--- config.mk ---
export PLATFORM = sky130hd
export DESIGN_NAME = pc_unit
export DESIGN_NICKNAME = d
export VERILOG_FILES = /design/src/rtl/pc_unit.sv
export SDC_FILE = /design/constraint.sdc
export NUM_CORES = 1
export LEC_CHECK = 0
export CORE_MARGIN = 1.5
export CORE_UTILIZATION = 41
export DETAILED_ROUTE_END_ITERATION = 8
export PLACE_DENSITY = 0.7
export SYNTH_ARGS = -nofsm -noshare
export SYNTH_HDL_FRONTEND = slang
export SYNTH_SLANG_ARGS = --single-unit
--- constraint.sdc ---
create_clock -name clk -period 12.29 [get_ports clk]
set_clock_uncertainty 0.1 [all_clocks]
set_input_delay 2.458 -clock clk [delete_from_list [all_inputs] [get_ports clk]]
set_output_delay 2.458 -clock clk [all_outputs]
set_load 0.01 [all_outputs]
--- src/rtl/pc_unit.sv ---
// pc_unit
//   Program-counter stage. Chooses the next fetch address from the sequential
//   path (pc + 4), a branch (pc + 4 + imm_sl2), a J-type jump or a register
//   jump, and holds it in the PC register. A one-entry redirect buffer keeps a
//   redirect that was resolved while fetch was stalled, so it is not lost.
//
// Ports
//   clk              in   rising-edge clock
//   rst_n            in   synchronous, active-low reset
//   stall            in   1 = hold pc this cycle
//   branch           in   take branch (lowest priority)
//   jump             in   take J-type jump
//   jr               in   take register jump (highest priority)
//   imm_sl2          in   n-bit branch offset, sign-extended and shifted left 2
//   jaddr            in   26-bit J-type instruction index
//   jr_target        in   n-bit register jump address
//   pc               out  current fetch address (registered)
//   pc_plus4         out  pc + 4 (combinational)
//   fetch_valid      out  registered; pc is a real fetch address
//   redirect_pending out  registered; buffered redirect waiting for stall
//                         release. This flop is also the whole control state
//                         (0 = RUN, 1 = PEND).
//
// Handshake: there is no valid/ready pair. The redirect inputs are sampled at
// every rising edge with rst_n=1; a redirect seen while stall=1 is parked in
// the buffer, and the newest parked redirect wins. A live redirect on the
// release edge overrides the buffered one.

module pc_unit #(
  parameter int            n        = 32,
  parameter logic [n-1:0]  RESET_PC = '0
) (
  input  logic          clk,
  input  logic          rst_n,
  input  logic          stall,
  input  logic          branch,
  input  logic          jump,
  input  logic          jr,
  input  logic [n-1:0]  imm_sl2,
  input  logic [25:0]   jaddr,
  input  logic [n-1:0]  jr_target,
  output logic [n-1:0]  pc,
  output logic [n-1:0]  pc_plus4,
  output logic          fetch_valid,
  output logic          redirect_pending
);

  localparam logic [0:0] ST_RUN  = 1'b0;
  localparam logic [0:0] ST_PEND = 1'b1;

  logic [n-1:0] pc_q, pc_d;
  logic [n-1:0] pend_tgt_q, pend_tgt_d;
  logic [0:0]   state_q, state_d;
  logic         fetch_valid_q, fetch_valid_d;

  logic [n-1:0] br_tgt;
  logic [n-1:0] j_tgt;
  logic [n-1:0] jr_tgt;
  logic [n-1:0] tgt;
  logic         redir;

  assign pc_plus4 = pc_q + n'(4);

  // Target candidates; every add wraps modulo 2^n.
  assign br_tgt = pc_plus4 + imm_sl2;
  assign j_tgt  = {pc_plus4[n-1:28], jaddr, 2'b00};
  // Register jumps are word-aligned by clearing the low two bits.
  assign jr_tgt = jr_target & {{(n-2){1'b1}}, 2'b00};

  assign redir = jr | jump | branch;

  always_comb begin
    tgt = br_tgt;
    if (jr) begin
      tgt = jr_tgt;
    end else if (jump) begin
      tgt = j_tgt;
    end
  end

  always_comb begin
    pc_d          = pc_q;
    pend_tgt_d    = pend_tgt_q;
    state_d       = state_q;
    fetch_valid_d = 1'b1;

    if (!stall) begin
      // A live redirect on the release edge beats whatever is buffered.
      if (redir) begin
        pc_d = tgt;
      end else if (state_q == ST_PEND) begin
        pc_d = pend_tgt_q;
      end else begin
        pc_d = pc_plus4;
      end
      state_d = ST_RUN;
    end else if (redir) begin
      // Stalled: park the redirect; a newer one overwrites an older one.
      pend_tgt_d = tgt;
      state_d    = ST_PEND;
    end
  end

  always_ff @(posedge clk) begin
    if (!rst_n) begin
      pc_q          <= RESET_PC;
      pend_tgt_q    <= '0;
      state_q       <= ST_RUN;
      fetch_valid_q <= 1'b0;
    end else begin
      pc_q          <= pc_d;
      pend_tgt_q    <= pend_tgt_d;
      state_q       <= state_d;
      fetch_valid_q <= fetch_valid_d;
    end
  end

  assign pc               = pc_q;
  assign fetch_valid      = fetch_valid_q;
  assign redirect_pending = (state_q == ST_PEND);

endmodule

==> out/results.tsv <==
metric	value	unit
H-tree lvl count	3	
simple-gate portion of the synthesized area	23.2	%
Post-DP HPWL	14.8	mm
largest family of logic cells by synthesized area	compound AO/OA/AOI/OAI gates	
Max Freq	167	MHz
Mapped Area	0.00600	mm2
Setup TNS	0	ns
Post-Route WL	20.8	mm
WL/cell	18.4	um
DR iter-0 viols	551	
ant diodes	0	
ys async rst share	0	%
chip width	124	um
Final Max Slew Viols	0	
Final Non-Filler Cells	1135	
Yosys cell types	61	
Mapped Nets	951	
Synth Area in Compound Gates	30.9	%
GRT Overall Usage	27.1	%
Die Ht	124	um
top_reg_cell synth	dfxtp_1	
Area Overhead vs Synth	33.2	%
Power Density	101	mW/mm2
Clk pin slew, worst setup/hold paths	0.06	ns
final critical-path required period	5.98	ns
Final #Nets	1082	
vias in the first global route	6217	
drt first pass iters	6	
hold_buf cts	0	
Worst Tran Pin Value	0.704	ns
post-CTS resize count	0	
Max stage delay on crit path	0.63	ns
Synth Area in Adders	8.47	%
Rel. slew slack	52.6	%
register area share after synthesis	22.0	%
CTS Sinks	66	
Starting Density	41.6	%
status	complete, no violations	
largest net degree at the start of global routing	73	
Core Rows	44	
Die ar.	0.0154	mm2
# DRC	0	
worst-path maximum fanout	7	
post-synthesis mux area share	3.59	%
share of cells above drive strength 1	5.15	%
CTS root buf	clkbuf_16	
Worst path top cell family by delay	simple AND/OR/NAND/NOR gates	
CTS tree	yes	
Lkg Pwr	3.22	nW
core region area	0.0144	mm2
final hold vios	0	
Crit path required time	9.73	ns
Setup Viol. Count Final	0	
vias per cell	5.90	
Tcrit/Tclk final	48.7	%
HP Class	reg -> reg	
Peak VDD IR	0.0790	mV
clk_lat worst skew	0.33	ns
post-synthesis register bit count	66	
CTS buffer count	9	
crit-path cells	ha_1 -> nand3_2 -> or2_1 -> or3_1 -> nor3_1 -> xor2_1 -> clkdlybuf4s50_1	
post-CTS setup buffer count	0	
IO Count	162	
I/O Buffers	159	
Critical Path Sink Type	output pin	
crit path kind	reg -> out	
Post-synth EDFFs	0	
max_cap viols	0	
initial antenna violation count	0	
post-synthesis average cell area	7.36	um2
placed cells	1119	
gpl congestion	0.914	
clock buffer depth	2	
unrepaired setup endpoints after global routing	no	
slowest CP cell	clkdlybuf4s50_1	
Cells after Synth	815	
startpoint type of the worst setup path	flop	
DRT antenna net count	0	
routed vias	6699	
sum of buffers and inverters on the critical path	1	
Synth Area in XOR/XNOR	6.84	%
gr ovfl total	0	
Critical Path AT	3.42	ns
Ys Warns	0	
first-pass GRT wire length	32.2	mm
sequential cells by signal, summed over array words and instances (netlist names):
| signal | flops |
|---|---|
| pc | 32 |
| pend_tgt_q | 32 |
| fetch_valid | 1 |
| redirect_pending | 1 |
per-layer routing:
layer / global-route usage, % / wire length (um) / part of all wire (%) / vias up
met5: 0 / 0 / 0 / -
met4: 6.82 / 244 / 1.2 / 0
met3: 4.12 / 1820 / 8.7 / 20
met2: 43.6 / 9420 / 45 / 294
met1: 38.1 / 9350 / 45 / 3111
li1: - / - / - / 3274
final cells by class:
cell class                      count  area (um2)
Clock buffer                       14         264
Clock inverter                      2        35.0
Fill cell                        1402        6430
Inverter                           22        82.6
Multi-Input combinational cell    675        4380
Sequential cell                    66        1320
Tap cell                          184         230
Timing Repair Buffer              172        1680
worst min-delay path, stage by stage (launching register included):
cell	delay (ns)
dfxtp_1	0.31
nand3_1	0.06
nand2_1	0.05
cell usage after synthesis, drive strengths merged, types with 10 or more instances:
library cell	instances	share of area [%]
o211a	10	1.7
a31oi	17	1.8
ha	39	8.1
dfxtp	66	22
inv	22	1.4
o211ai	25	3.1
o21bai	10	1.3
xor2	18	2.8
mux2	12	2.3
a21oi	62	5.2
or3	12	1.3
xnor2	28	4.1
a21boi	10	1.3
nor2b	12	1.3
nor2	53	3.3
and2	13	1.4
nand2b	14	1.5
o21ai	75	6.3
nand4	13	1.4
clkbuf	44	2.8
nand2	86	5.4
a21o	17	2.1
nor3	18	1.5
and3	12	1.3
nand3	34	2.9
cells in the final DEF (no fill, tap or decap), types with 22 or more instances in the layout:
master	n
ha_1	39
nor2_1	52
o21ai_0	75
a21oi_1	62
dfxtp_1	65
xnor2_1	28
nand2_1	86
inv_1	22
o211ai_1	25
nand3_1	33
clkdlybuf4s50_1	157
cells by family (layout without fill, tap and decap cells):
group	after synthesis	after routing
AO/OA/AOI/OAI	286	286
XOR/XNOR	46	46
adder cells (fa/ha/maj)	40	40
buffers and inverters	74	210
flip-flops	66	66
multiplexers	20	20
AND/OR/NAND/NOR	283	283
worst paths after layout:
path | from | endpoint | slack (ns) | depth (start not counted)
worst min register to register | pend_tgt_q[25] | pend_tgt_q[25] | 0.36 | 2
worst max register to register | pc[2] | pc[26] | 7.46 | 14
worst max-delay path | pc[2] | pc_plus4[28] | 6.31 | 7
worst min-delay path | pend_tgt_q[25] | pend_tgt_q[25] | 0.36 | 2
stage by stage:
step                      utilization, %  area [um2]  hold slack, ns  power [mW]  worst slack, ns
after floorplan                        -        6000           0.331       0.425             7.33
after global placement              53.3        7690           0.343       0.538             6.15
after detailed placement            53.3        7690           0.353       0.541             6.13
after CTS                           55.4        7990           0.360       0.803             6.33
after global routing                55.4        7990           0.380       0.849             6.07
final                               55.4        7990           0.358       0.805             6.31
where the power goes:
group          switching [mW]  total [mW]  internal, mW
Combinational           0.155       0.293         0.138
Sequential             0.0176       0.249         0.231
Clock                  0.0946       0.263         0.168
Total                   0.267       0.805         0.538
Note: power is estimated with default switching activity, not from simulation.
